## config.mk

```make
export PLATFORM = sky130hd
export DESIGN_NAME = reg_slice_hs_flat
export DESIGN_NICKNAME = d
export VERILOG_FILES = /design/src/rtl/reg_slice_hs_pkg.sv /design/src/rtl/reg_slice_hs_if.sv /design/src/rtl/reg_slice_hs_stage.sv /design/src/rtl/reg_slice_hs.sv /design/src/flat_wrapper.sv
export SDC_FILE = /design/constraint.sdc
export NUM_CORES = 1
export LEC_CHECK = 0
export CORE_ASPECT_RATIO = 1.1
export CORE_MARGIN = 8
export CORE_UTILIZATION = 60
export DETAILED_ROUTE_END_ITERATION = 8
export PLACE_DENSITY_LB_ADDON = 0.15
export SYNTH_ARGS = -nofsm -noshare
export SYNTH_HDL_FRONTEND = slang
export SYNTH_SLANG_ARGS = --single-unit
```

## constraint.sdc

```tcl
create_clock -name clk -period 6.2 [get_ports clk]
set_input_delay 1.86 -clock clk [delete_from_list [all_inputs] [get_ports clk]]
set_output_delay 1.86 -clock clk [all_outputs]
set_load 0.05 [all_outputs]
```

## src/rtl/reg_slice_hs_pkg.sv

```systemverilog
// Shared types and helpers for the reg_slice_hs register slice.
//   slice_mode_t : SLICE_FWD  - valid/data registered, ready combinational
//                  SLICE_FULL - valid/data/ready registered via skid buffer
//   occ_width()  : width of the occupancy counter for a given stage count
package reg_slice_pkg;

  typedef enum logic {
    SLICE_FWD,
    SLICE_FULL
  } slice_mode_t;

  function automatic int occ_width(input int num_stages);
    return $clog2(2 * num_stages + 1);
  endfunction

endpackage

```

## src/rtl/reg_slice_hs_if.sv

```systemverilog
// Valid/ready stream interface carrying a C_WIDTH payload.
//   valid : beat valid (producer)
//   ready : consumer can accept (consumer)
//   data  : payload (producer)
// master = producer side, slave = consumer side.
interface reg_slice_hs_if #(
  parameter int C_WIDTH = 32
);
  logic               valid;
  logic               ready;
  logic [C_WIDTH-1:0] data;

  modport master (output valid, output data, input ready);
  modport slave  (input valid, input data, output ready);
endinterface

```

## src/rtl/reg_slice_hs_stage.sv

```systemverilog
// One register slice stage.
//   clk, rst_n   : clock, async active-low reset
//   flush        : synchronous clear of the stored beat(s)
//   in_*         : upstream handshake
//   out_*        : downstream handshake
//   count        : number of beats held (0..2)
// SLICE_FWD holds one beat and passes ready through combinationally.
// SLICE_FULL holds up to two beats (main + skid); in_ready is a flop output.
module reg_slice_hs_stage
  import reg_slice_pkg::*;
#(
  parameter int          C_WIDTH = 32,
  parameter slice_mode_t C_MODE  = SLICE_FULL
) (
  input  logic               clk,
  input  logic               rst_n,
  input  logic               flush,
  input  logic               in_valid,
  output logic               in_ready,
  input  logic [C_WIDTH-1:0] in_data,
  output logic               out_valid,
  input  logic               out_ready,
  output logic [C_WIDTH-1:0] out_data,
  output logic [1:0]         count
);

  logic               main_valid;
  logic [C_WIDTH-1:0] main_data;

  assign out_valid = main_valid;
  assign out_data  = main_data;

  if (C_MODE == SLICE_FULL) begin : g_full
    logic               skid_valid;
    logic [C_WIDTH-1:0] skid_data;

    assign in_ready = !skid_valid;
    assign count    = {1'b0, main_valid} + {1'b0, skid_valid};

    // skid_valid implies main_valid, so an empty main never has to look at the skid
    always_ff @(posedge clk or negedge rst_n) begin
      if (!rst_n) begin
        main_valid <= 1'b0;
        main_data  <= '0;
        skid_valid <= 1'b0;
        skid_data  <= '0;
      end else if (flush) begin
        main_valid <= 1'b0;
        skid_valid <= 1'b0;
      end else if (!main_valid || out_ready) begin
        if (skid_valid) begin
          main_valid <= 1'b1;
          main_data  <= skid_data;
          skid_valid <= 1'b0;
        end else begin
          main_valid <= in_valid;
          if (in_valid) main_data <= in_data;
        end
      end else if (in_valid && !skid_valid) begin
        skid_valid <= 1'b1;
        skid_data  <= in_data;
      end
    end
  end else begin : g_fwd
    assign in_ready = !main_valid || out_ready;
    assign count    = {1'b0, main_valid};

    always_ff @(posedge clk or negedge rst_n) begin
      if (!rst_n) begin
        main_valid <= 1'b0;
        main_data  <= '0;
      end else if (flush) begin
        main_valid <= 1'b0;
      end else if (in_ready) begin
        main_valid <= in_valid;
        if (in_valid) main_data <= in_data;
      end
    end
  end

endmodule

```

## src/rtl/reg_slice_hs.sv

```systemverilog
// Multi-stage valid/ready register slice.
//   clk, rst_n : clock, async active-low reset
//   flush      : synchronous clear of all stored beats
//   s          : upstream stream (slave modport)
//   m          : downstream stream (master modport)
//   occupancy  : number of beats currently held
// Stages are chained s -> stage 0 -> ... -> stage N-1 -> m.
module reg_slice_hs
  import reg_slice_pkg::*;
#(
  parameter int          C_WIDTH      = 32,
  parameter int          C_NUM_STAGES = 2,
  parameter slice_mode_t C_MODE       = SLICE_FULL
) (
  input  logic                                clk,
  input  logic                                rst_n,
  input  logic                                flush,
  reg_slice_hs_if.slave                       s,
  reg_slice_hs_if.master                      m,
  output logic [occ_width(C_NUM_STAGES)-1:0]  occupancy
);

  localparam int OW = occ_width(C_NUM_STAGES);

  logic                    init_q;
  logic [C_NUM_STAGES:0]   chain_valid;
  logic [C_NUM_STAGES:0]   chain_ready;
  logic [C_WIDTH-1:0]      chain_data [C_NUM_STAGES+1];
  logic [1:0]              stage_cnt  [C_NUM_STAGES];

  // keeps s.ready low until the first edge after reset release
  always_ff @(posedge clk or negedge rst_n) begin
    if (!rst_n) init_q <= 1'b0;
    else        init_q <= 1'b1;
  end

  // flush blocks acceptance so the flushed cycle never admits a beat
  assign chain_valid[0] = s.valid && init_q && !flush;
  assign chain_data[0]  = s.data;
  assign s.ready        = chain_ready[0] && init_q && !flush;

  for (genvar i = 0; i < C_NUM_STAGES; i++) begin : g_stage
    reg_slice_hs_stage #(
      .C_WIDTH (C_WIDTH),
      .C_MODE  (C_MODE)
    ) u_stage (
      .clk       (clk),
      .rst_n     (rst_n),
      .flush     (flush),
      .in_valid  (chain_valid[i]),
      .in_ready  (chain_ready[i]),
      .in_data   (chain_data[i]),
      .out_valid (chain_valid[i+1]),
      .out_ready (chain_ready[i+1]),
      .out_data  (chain_data[i+1]),
      .count     (stage_cnt[i])
    );
  end

  assign m.valid                   = chain_valid[C_NUM_STAGES];
  assign m.data                    = chain_data[C_NUM_STAGES];
  assign chain_ready[C_NUM_STAGES] = m.ready;

  always_comb begin
    occupancy = '0;
    for (int i = 0; i < C_NUM_STAGES; i++) begin
      occupancy = occupancy + OW'(stage_cnt[i]);
    end
  end

endmodule
```

## src/flat_wrapper.sv

```systemverilog
// flat-port wrapper written by rule: the top's interface ports become plain ports
module reg_slice_hs_flat import reg_slice_pkg::*;
#(
  parameter int          C_WIDTH      = 32,
  parameter int          C_NUM_STAGES = 2,
  parameter slice_mode_t C_MODE       = SLICE_FULL
)
  (clk, rst_n, flush, occupancy, s_valid, s_data, s_ready, m_valid, m_data, m_ready);
  reg_slice_hs_if #(.C_WIDTH(C_WIDTH)) s_i ();
  reg_slice_hs_if #(.C_WIDTH(C_WIDTH)) m_i ();
  input  logic clk;
  input  logic rst_n;
  input  logic flush;
  output logic [occ_width(C_NUM_STAGES)-1:0] occupancy;
  input wire logic [$bits(s_i.valid)-1:0] s_valid;
  input wire logic [$bits(s_i.data)-1:0] s_data;
  output wire logic [$bits(s_i.ready)-1:0] s_ready;
  output wire logic [$bits(m_i.valid)-1:0] m_valid;
  output wire logic [$bits(m_i.data)-1:0] m_data;
  input wire logic [$bits(m_i.ready)-1:0] m_ready;
  assign s_i.valid = s_valid;
  assign s_i.data = s_data;
  assign s_ready = s_i.ready;
  assign m_valid = m_i.valid;
  assign m_data = m_i.data;
  assign m_i.ready = m_ready;
  reg_slice_hs #(.C_WIDTH(C_WIDTH), .C_NUM_STAGES(C_NUM_STAGES), .C_MODE(C_MODE)) u_core (.clk(clk), .rst_n(rst_n), .flush(flush), .s(s_i), .m(m_i), .occupancy(occupancy));
endmodule
```

Word-level counts from Yosys, hierarchy flattened
Cells that the tools add are included.

word-level totals
  bits in registers = 133
  bits of input ports = 37
  output and inout port bits = 37
  word-level logic and storage cells = 54

cells by class
  add/subtract/negate cells = 3
  multiplexer cells = 16
  bitwise logic cells = 3
  reductions and logical operators = 23

operators with widths
  operator           count
  $mux 32            4
  $mux 1             12
  $reduce_and 3->1   4
  $reduce_bool 2->1  4
  $logic_and 1x1->1  6
  $reduce_bool 3->1  2
  $logic_not 1->1    5
  $add 1x1->2        2
  $add 2x2->3        1
  $not 1->1          3
  $logic_or 1x1->1   2

Depth between registers and ports, before layout
Gate-level depths: netlist of run 1.

  word-level depth = 6
  gate-level depth with buffers = 7
  mapped depth without buffers = 5

By module
Synthesis of run 1 repeated with hierarchy kept, for this count alone.

second synthesis, totals
  cell total of the unflattened synthesis = 373
  area total of the unflattened synthesis = 6,158.4 um^2

by module, submodules not included
  module              instances  cells each  area an instance (um^2)  seq. area each (um^2)
  reg_slice_hs_stage  2          181         3,030.4                  1,651.6
  reg_slice_hs        1          11          97.6                     25.0

Worst setup path after synthesis of run 1
Ideal clock, no wire load.

  kind = input-to-output
  from = input flush
  to = output s_ready
  arrival = 3,004 ps
  required time = 4,340 ps
  slack = 1,336 ps
  stages on the path = 1
  path buffers = 0
  cells stage by stage = nor3b_1

between the ends
  longest elaborated chain between the ends = 2

ends and longest elaborated chain
  what               RTL line            text
  from (decl)        flat_wrapper.sv:13  input logic flush;
  $logic_not 1->1    reg_slice_hs.sv:40  assign s.ready = chain_ready[0] && init_q && !flush;
  $logic_and 1x1->1  reg_slice_hs.sv:40
  to (decl)          flat_wrapper.sv:17  output wire logic [$bits(s_i.ready)-1:0] s_ready;

No other way between the ends.

Worst setup path in the final report of run 1
Ends and elaborated chain as after synthesis.

==> results.sh, run 1 <==
export IMPL_worst_pin_slew_ns=1.117
export IMPL_seq_area_frac_synth_pct=53.54
export IMPL_place_ws_ns=0.8122
export IMPL_internal_power_mw=1.926
export IMPL_hold_start="u_core.g_stage[0].u_stage.g_full.skid_data[6]$_DFFE_PN0P_"
export IMPL_dp_cells=550
export IMPL_timing_rr_start="u_core.g_stage[1].u_stage.g_full.skid_valid$_DFFE_PN0P_"
export IMPL_hold_class="register to register"
export IMPL_fmax_ghz=0.1849
export IMPL_post_dp_cell_area_um2=6740
export IMPL_port_buffers=73
export IMPL_fin_setup_tns_ns=0
export IMPL_seq_area_um2=3331
export IMPL_crit_start="flush"
export IMPL_r2r_slack_ns=3.62
export IMPL_fill_cells=714
export IMPL_critPathMostFrequentCell="clkdlybuf4s50_1"
export IMPL_crit_arrival_ns=3.55
export IMPL_wl_per_cell_um=18.94
export IMPL_crit_path_top_delay_cell="clkdlybuf4s50_1"
export IMPL_holdWs_ns=0.4822
export IMPL_cts_buffers_inserted=17
export IMPL_syn_num_nets=442
export IMPL_hold_viol=0
export IMPL_drc=0
export IMPL_htreeDepth=4
export IMPL_crit_end="s_ready"
export IMPL_dieHeight_um=122.8
export IMPL_slowest_delay_ns=0.84
export IMPL_final_area_um2=7310
export IMPL_cts_resized=0
export IMPL_ctsHoldBuffers=0
export IMPL_grt_overflow_total=0
export IMPL_critical_path_max_fanout=7
export IMPL_ant_nets=0
export IMPL_fin_cells=580
export IMPL_clkLatencyLatePin_ns=0.41
export IMPL_rr_worst_depth=5
export IMPL_num_antenna_cells=0
export IMPL_max_cap_violations=0
export IMPL_multi_input_area_um2=2467
export IMPL_fin_ws_ns=0.7905
export IMPL_fin_nets=486
export IMPL_power_density_nw_per_um2=372.0
export IMPL_dp_hpwl_um=6784
export IMPL_grt_pass1_vias=3664
export IMPL_power_share_clock_pct=35.4
export IMPL_power_share_switching_pct=29.18
export IMPL_finish_utilization_pct=71.33
export IMPL_rsz0062_at_grt="false"
export IMPL_num_vias=3216
export IMPL_grtUsageTotal_pct=17.23
export IMPL_p_comb_share_pct=25.0
export IMPL_relSlewSlack_pct=25.55
export IMPL_drt_iter0_drc=98
export IMPL_start_kind="primary input"
export IMPL_path_clk_slew_ns=0.05
export IMPL_min_period_over_period_pct=87.25
export IMPL_initial_core_util_pct=60.66
export IMPL_post_cts_setup_buffers=0
export IMPL_crit_required_ns=4.34
export IMPL_path_cells="clkdlybuf4s50_1, nor3b_1, clkdlybuf4s50_1"
export IMPL_rows=39
export IMPL_yosys_warnings=0
export IMPL_synth_seq_cells=133
export IMPL_power_share_sequential_pct=39.7
export IMPL_synthCells=402
export IMPL_die_w_um=113.0
export IMPL_antenna_found_initial=0
export IMPL_status="finished clean"
export IMPL_top_level_ports=74
export IMPL_cts_tree="built"
export IMPL_core_area_um2=10250
export IMPL_leakage_nw=3.399
export IMPL_cts_root_buf="clkbuf_16"
export IMPL_total_power_mw=2.719
export IMPL_fp_dieArea_um2=13880
export IMPL_area_growth_pct=17.59
export IMPL_syn_cell_area_um2=6216
export IMPL_post_synth_cell_area_avg_um2=15.46
export IMPL_synth_cell_type_count=26
export IMPL_power_switching_mw=0.7934
export IMPL_drv_slew=0
export IMPL_drt_first_pass_iters=6
export IMPL_drt_total_wl_um=10990
export IMPL_crit_type="primary input to primary output"
export IMPL_clkSinkCount=133
export IMPL_fin_crit_ns=5.410
export IMPL_place_congestion=0.7083
export IMPL_drive_gt1_share_pct=49.89
export IMPL_viasPerCell=5.545
export IMPL_ir_drop_v=0.0002139
export IMPL_grt_max_degree=80
export IMPL_grt_pass1_wl_um=18570
export IMPL_end_kind="primary output"
export IMPL_finalSetupViolCount=0
export IMPL_reg2reg_to="u_core.g_stage[0].u_stage.g_full.skid_data[9]$_DFFE_PN0P_"
export IMPL_skew_ns=0.007160
export IMPL_clockBufferDepth=2
-- how the worst min path moves through the flow --
stage	slack, ns	end	cells after the start
2_1_floorplan	0.45	u_core.g_stage[0].u_stage.g_full.skid_data[1]$_DFFE_PN0P_	1
3_3_place_gp	0.46	u_core.g_stage[0].u_stage.g_full.skid_data[1]$_DFFE_PN0P_	1
3_5_place_dp	0.47	u_core.g_stage[0].u_stage.g_full.skid_data[6]$_DFFE_PN0P_	1
4_1_cts	0.49	u_core.g_stage[0].u_stage.g_full.skid_data[6]$_DFFE_PN0P_	1
5_1_grt	0.51	u_core.g_stage[0].u_stage.g_full.skid_data[6]$_DFFE_PN0P_	1
6_report	0.48	u_core.g_stage[0].u_stage.g_full.skid_data[6]$_DFFE_PN0P_	1
-- power by group through the flow --
stage | clock, mW | combinational [mW] | sequential [mW]
finish | 0.962 | 0.679 | 1.08
global route | 1.02 | 0.712 | 1.10
CTS | 0.980 | 0.690 | 1.08
detailed placement | 0 | 0.688 | 1.09
global placement | 0 | 0.679 | 1.08
floorplan | 0 | 0.578 | 1.06
-- layer usage --
| layer | track usage [%] | part of all wire [%] | vias to the layer above |
|---|---|---|---|
| met5 | 0 | 0 | - |
| li1 | - | - | 1475 |
| met4 | 6.750 | 1.3 | 0 |
| met3 | 5.463 | 4.4 | 15 |
| met1 | 20.95 | 45 | 1673 |
| met2 | 28.22 | 50 | 53 |
-- worst max-delay path: cells and delay by family --
family | cells | cell delay [ns]
buffers and inverters | 2 | 1.41
AND/OR/NAND/NOR | 1 | 0.27
-- cell type report --
cell class / instances / share of cell area [%]
Sequential cell: 133 / 45.57
Multi-Input combinational cell: 211 / 33.76
Timing Repair Buffer: 78 / 10.53
Clock buffer: 26 / 6.830
Tap cell: 123 / 2.105
Clock inverter: 4 / 0.9586
Inverter: 5 / 0.2568
-- logic make-up after synthesis --
| family | count (synthesis) | share of synthesized area (%) |
|---|---|---|
| compound gates | 3 | 0.3623 |
| other cells | 1 | 0.06033 |
| fa+ha+maj | 3 | 0.7246 |
| flops | 133 | 53.54 |
| mux | 192 | 36.53 |
| simple gates | 12 | 1.892 |
| buf+inv | 58 | 6.884 |
-- layout by cell type (no fill, tap or decap) --
cell / Yosys / routed
clkdlybuf4s50_1: 0 / 72
nor3b_1: 1 / 1
mux2_2: 159 / 159
nand2b_4: 1 / 1
fa_1: 1 / 1
a211o_2: 0 / 1
clkbuf_16: 0 / 17
a21oi_2: 1 / 1
ha_1: 2 / 2
nor3_1: 1 / 1
a21oi_1: 1 / 1
clkbuf_8: 0 / 4
nor2_1: 2 / 2
bufinv_16: 0 / 2
inv_1: 5 / 5
nor2b_1: 1 / 1
nor4b_4: 1 / 1
nor3_4: 1 / 2
dfrtp_2: 0 / 2
clkinv_2: 0 / 2
buf_6: 8 / 1
buf_4: 39 / 5
nand2_1: 2 / 2
mux2_1: 4 / 4
nand3b_4: 1 / 1
dfrtp_1: 133 / 131
conb_1: 1 / 1
clkbuf_1: 1 / 5
mux2_4: 29 / 29
-- cell usage after synthesis --
library cell  instances  area, um^2
nor3b_1               1       7.510
nor2b_1               1       6.260
fa_1                  1       20.02
mux2_1                4       45.04
mux2_2              159        1790
nor3_1                1       5.000
a211o_1               1       8.760
buf_1                 2       7.510
a21oi_1               1       5.000
a21oi_2               1       8.760
clkbuf_1              1       3.750
nand2_1               2       7.510
nand2b_4              1       13.76
mux2_4               29       435.4
buf_2                 3       15.01
nor3_2                1       10.01
nor3_4                1       16.27
buf_6                 8       90.09
buf_4                39       292.8
nor4b_4               1       23.77
inv_1                 5       18.77
ha_1                  2       25.02
nor2_1                2       7.510
nand3b_4              1       20.02
conb_1                1       3.750
dfrtp_1             133        3328
-- state kept, by name (all words and copies together), names as in the netlist --
name and flops:
u_core.g_stage.u_stage.g_full.skid_data 64, u_core.g_stage.u_stage.g_full.skid_valid 2, u_core.g_stage.u_stage.out_data 64, u_core.g_stage.u_stage.out_valid 2
u_core.init_q 1
(Power assumes the default switching activity.)
==> inputs of run 2 (changes only) <==
ABC_AREA = 0   (was not set)
CORE_UTILIZATION = 68   (was 60)
DONT_BUFFER_PORTS = 1   (was not set)
==> results.sh, run 2 (synthesis gave the netlist of run 1 again) <==
export IMPL_drc=0
export IMPL_crit_type="register to primary output"
export IMPL_ir_drop_v=0.0002517
export IMPL_port_buffers=0
export IMPL_worst_pin_slew_ns=1.083
export IMPL_path_cells="inv_1, fa_1, inv_1, ha_1, ha_1"
export IMPL_cts_tree="built"
export IMPL_hold_class="register to register"
export IMPL_ctsHoldBuffers=0
export IMPL_critical_path_max_fanout=37
export IMPL_grtUsageTotal_pct=17.97
export IMPL_num_antenna_cells=0
export IMPL_die_w_um=107.2
export IMPL_ant_nets=0
export IMPL_cts_buffers_inserted=17
export IMPL_grt_max_degree=134
export IMPL_cts_root_buf="clkbuf_8"
export IMPL_finalSetupViolCount=0
export IMPL_cts_resized=0
export IMPL_htreeDepth=4
export IMPL_multi_input_area_um2=2472
export IMPL_hold_viol=0
export IMPL_rows=36
export IMPL_grt_overflow_total=0
export IMPL_total_power_mw=2.610
export IMPL_area_growth_pct=6.482
export IMPL_clkLatencyLatePin_ns=0.52
export IMPL_rsz0062_at_grt="false"
export IMPL_fill_cells=567
export IMPL_crit_arrival_ns=3.03
export IMPL_crit_path_top_delay_cell="dfrtp_2"
export IMPL_initial_core_util_pct=70.05
export IMPL_min_period_over_period_pct=78.82
export IMPL_relSlewSlack_pct=27.80
export IMPL_drive_gt1_share_pct=60.68
export IMPL_num_vias=2972
export IMPL_dieHeight_um=116.3
export IMPL_power_density_nw_per_um2=394.4
export IMPL_slowest_delay_ns=1.02
export IMPL_dp_cells=466
export IMPL_skew_ns=0.006233
export IMPL_drv_slew=0
export IMPL_dp_hpwl_um=6065
export IMPL_max_cap_violations=0
export IMPL_drt_first_pass_iters=5
export IMPL_viasPerCell=5.968
export IMPL_grt_pass1_wl_um=17120
export IMPL_core_area_um2=8874
export IMPL_final_cell_mix="mux2_2, dfrtp_1, mux2_4, clkbuf_16"
export IMPL_fin_nets=411
export IMPL_wl_per_cell_um=20.79
export IMPL_drt_iter0_drc=100
export IMPL_start_kind="register"
export IMPL_clkSinkCount=133
export IMPL_status="finished clean"
export IMPL_drt_total_wl_um=10350
export IMPL_leakage_nw=3.124
export IMPL_final_common_cell="mux2_2"
export IMPL_crit_required_ns=4.34
export IMPL_post_cts_setup_buffers=0
export IMPL_clockBufferDepth=2
export IMPL_top_level_ports=74
export IMPL_fin_setup_tns_ns=0
export IMPL_antenna_found_initial=0
export IMPL_grt_pass1_vias=3328
export IMPL_path_clk_slew_ns=0.06
export IMPL_place_congestion=0.6777
export IMPL_fmax_ghz=0.2046
export IMPL_seq_area_um2=3331
export IMPL_fp_dieArea_um2=12460
export IMPL_end_kind="primary output"
export IMPL_fin_crit_ns=4.887
export IMPL_fin_cells=498
## run 2: where the power goes
| part | switching [mW] | internal (mW) |
|---|---|---|
| sequential | 0.358 | 0.993 |
| clock | 0.363 | 0.684 |
| combinational | 0.0576 | 0.155 |
## run 2: through the flow
stage	util (%)	hold WS, ns	worst slack, ns	area (um^2)
global route	74.59	0.5080	1.154	6619
detailed placement	67.47	0.4742	1.802	5987
global placement	67.47	0.4631	1.805	5987
finish	74.59	0.4874	1.313	6619
floorplan	-	0.4522	1.336	6216
CTS	74.59	0.4872	1.256	6619
## run 2: path summary, 6_finish.rpt
path / startpoint / endpoint / slack (ns) / cells past startpoint
worst max-delay path: u_core.g_stage[1].u_stage.g_full.skid_valid$_DFFE_PN0P_ / occupancy[1] / 1.31 / 5
worst min-delay path: u_core.g_stage[0].u_stage.g_full.skid_data[1]$_DFFE_PN0P_ / u_core.g_stage[0].u_stage.g_full.skid_data[1]$_DFFE_PN0P_ / 0.49 / 1
worst max register to register: u_core.g_stage[1].u_stage.g_full.skid_valid$_DFFE_PN0P_ / u_core.g_stage[0].u_stage.g_full.skid_data[3]$_DFFE_PN0P_ / 3.39 / 4
worst min register to register: u_core.g_stage[0].u_stage.g_full.skid_data[1]$_DFFE_PN0P_ / u_core.g_stage[0].u_stage.g_full.skid_data[1]$_DFFE_PN0P_ / 0.49 / 1
max in group asynchronous: rst_n / u_core.g_stage[0].u_stage.g_full.skid_valid$_DFFE_PN0P_ / 5.02 / 0
min in group asynchronous: rst_n / u_core.g_stage[1].u_stage.g_full.skid_data[6]$_DFFE_PN0P_ / 1.03 / 0
## run 2: critical path: cells and delay by family (launching register included)
kind       cells  cell delay (ns)
buf+inv        2             0.19
fa+ha+maj      3             1.29
flops          1             1.02
## run 2: routing by layer
| metal | GRT usage [%] | up-vias | share of wire (%) |
|---|---|---|---|
| met1 | 21.54 | 1569 | 43 |
| met5 | 0 | - | 0 |
| met3 | 7.285 | 13 | 6.5 |
| met4 | 7.042 | 0 | 1.3 |
| met2 | 28.40 | 61 | 49 |
| li1 | - | 1329 | - |
## run 2: final cells by class
type | instances | share of cell area (%)
Clock inverter | 12 | 2.665
Tap cell | 114 | 2.155
Sequential cell | 133 | 50.32
Clock buffer | 20 | 6.881
Multi-Input combinational cell | 211 | 37.35
Timing Repair Buffer | 3 | 0.3403
Inverter | 5 | 0.2836
==> inputs of run 3 (changes only) <==
CORE_UTILIZATION = 63   (was 68)
clock period = 5.1 ns   (was 6.2 ns; I/O delays follow)
==> results.sh, run 3 (synthesis gave the netlist of run 1 again) <==
export IMPL_antenna_found_initial=0
export IMPL_min_period_over_period_pct=83.55
export IMPL_top_level_ports=74
export IMPL_final_cell_mix="mux2_2, dfrtp_1, mux2_4, clkbuf_16"
export IMPL_fin_crit_ns=4.261
export IMPL_num_vias=2978
export IMPL_finalSetupViolCount=0
export IMPL_port_buffers=0
export IMPL_crit_start="u_core.g_stage[1].u_stage.out_valid$_DFFE_PN0N_"
export IMPL_dp_hpwl_um=6216
export IMPL_status="finished clean"
export IMPL_ir_drop_v=0.0002675
export IMPL_drive_gt1_share_pct=60.52
export IMPL_leakage_nw=3.132
export IMPL_hold_class="register to register"
export IMPL_crit_arrival_ns=2.73
export IMPL_skew_ns=0.005001
export IMPL_area_growth_pct=6.300
export IMPL_grt_max_degree=134
export IMPL_r2r_slack_ns=2.59
export IMPL_finish_utilization_pct=67.79
export IMPL_fmax_ghz=0.2347
export IMPL_grt_overflow_total=0
export IMPL_rsz0062_at_grt="false"
export IMPL_crit_type="register to primary output"
export IMPL_reg2reg_to="u_core.g_stage[0].u_stage.g_full.skid_data[25]$_DFFE_PN0P_"
export IMPL_relSlewSlack_pct=25.01
export IMPL_fin_nets=413
export IMPL_max_cap_violations=0
export IMPL_hold_viol=0
export IMPL_cts_tree="built"
export IMPL_timing_rr_start="u_core.g_stage[1].u_stage.g_full.skid_valid$_DFFE_PN0P_"
export IMPL_critical_path_max_fanout=4
export IMPL_viasPerCell=5.897
export IMPL_wl_per_cell_um=20.72
export IMPL_worst_pin_slew_ns=1.125
export IMPL_htreeDepth=4
export IMPL_ant_nets=0
export IMPL_path_clk_slew_ns=0.06
export IMPL_dieHeight_um=120.2
export IMPL_drc=0
export IMPL_start_kind="register"
export IMPL_drt_iter0_drc=112
export IMPL_crit_required_ns=3.57
export IMPL_fp_dieArea_um2=13310
export IMPL_drt_total_wl_um=10470
export IMPL_ctsHoldBuffers=0
export IMPL_grt_pass1_vias=3232
export IMPL_core_area_um2=9747
export IMPL_num_antenna_cells=0
export IMPL_drt_first_pass_iters=6
export IMPL_crit_end="occupancy[1]"
export IMPL_end_kind="primary output"
export IMPL_post_cts_setup_buffers=0
export IMPL_fin_setup_tns_ns=0
export IMPL_rows=38
export IMPL_cts_resized=0
export IMPL_clockBufferDepth=2
export IMPL_final_area_um2=6608
export IMPL_final_common_cell="mux2_2"
export IMPL_cts_root_buf="clkbuf_8"
export IMPL_cts_buffers_inserted=17
export IMPL_initial_core_util_pct=63.77
export IMPL_power_density_nw_per_um2=470.5
export IMPL_post_dp_cell_area_um2=6010
export IMPL_clkLatencyLatePin_ns=0.51
export IMPL_grtUsageTotal_pct=16.52
export IMPL_die_w_um=110.7
export IMPL_rr_worst_depth=5
export IMPL_clkSinkCount=133
export IMPL_place_congestion=0.6990
export IMPL_drv_slew=0
export IMPL_grt_pass1_wl_um=17460
[run 3: cell count changes in the layout (fill, tap and decap cells not counted), sizes merged]
cell | previous run | this run
clkinv | 3 | 4
bufinv | 4 | 3
clkinvlp | 5 | 2
buf | 3 | 5
clkbuf | 20 | 22
[run 3: worst min-delay path by stage]
stage | startpoint | endpoint | cells past startpoint
detailed placement | u_core.g_stage[0].u_stage.g_full.skid_data[1]$_DFFE_PN0P_ | u_core.g_stage[0].u_stage.g_full.skid_data[1]$_DFFE_PN0P_ | 1
global route | u_core.g_stage[0].u_stage.g_full.skid_data[1]$_DFFE_PN0P_ | u_core.g_stage[0].u_stage.g_full.skid_data[1]$_DFFE_PN0P_ | 1
floorplan | u_core.g_stage[0].u_stage.g_full.skid_data[1]$_DFFE_PN0P_ | u_core.g_stage[0].u_stage.g_full.skid_data[1]$_DFFE_PN0P_ | 1
finish | u_core.g_stage[0].u_stage.g_full.skid_data[6]$_DFFE_PN0P_ | u_core.g_stage[0].u_stage.g_full.skid_data[6]$_DFFE_PN0P_ | 1
global placement | u_core.g_stage[0].u_stage.g_full.skid_data[1]$_DFFE_PN0P_ | u_core.g_stage[0].u_stage.g_full.skid_data[1]$_DFFE_PN0P_ | 1
CTS | u_core.g_stage[0].u_stage.g_full.skid_data[6]$_DFFE_PN0P_ | u_core.g_stage[0].u_stage.g_full.skid_data[6]$_DFFE_PN0P_ | 1
[run 3: critical path: stages (launching register included)]
cell	delay, ns
dfrtp_1	0.72
inv_1	0.14
fa_1	0.56
inv_1	0.05
ha_1	0.19
ha_1	0.56
[run 3: area by class of cell]
| type | count | area [um^2] |
|---|---|---|
| flip-flops and latches | 133 | 3331 |
| fillers | 687 | 3139 |
| multi-input cells | 211 | 2472 |
| clock buffers | 22 | 473.0 |
| well taps | 120 | 150.1 |
| clock inverters | 9 | 125.1 |
| repair buffers | 5 | 37.54 |
| inverters | 5 | 18.77 |
[run 3: report_power, final]
part | leakage [nW] | internal [mW] | switching (mW)
sequential | 1.72 | 1.21 | 0.434
clock | 0.293 | 0.790 | 0.420
combinational | 1.12 | 0.188 | 0.0684
[run 3: through the flow]
| stage | power [mW] | instances | hold slack [ns] | setup WS (ns) |
|---|---|---|---|---|
| floorplan | 1.998 | 402 | 0.4522 | 0.8958 |
| global placement | 1.910 | 474 | 0.4630 | 1.366 |
| detailed placement | 1.926 | 474 | 0.4729 | 1.357 |
| CTS | 3.143 | 505 | 0.4873 | 0.8014 |
| global route | 3.227 | 505 | 0.5098 | 0.7311 |
| finish | 3.109 | 505 | 0.4835 | 0.8391 |
[run 3: metal layers]
| metal | global-route usage, % | vias up | routed length [um] |
|---|---|---|---|
| li1 | - | 1329 | - |
| met1 | 20.13 | 1584 | 4545 |
| met2 | 25.39 | 55 | 5059 |
| met3 | 7.281 | 10 | 727 |
| met4 | 6.340 | 0 | 133 |
| met5 | 0 | - | 0 |
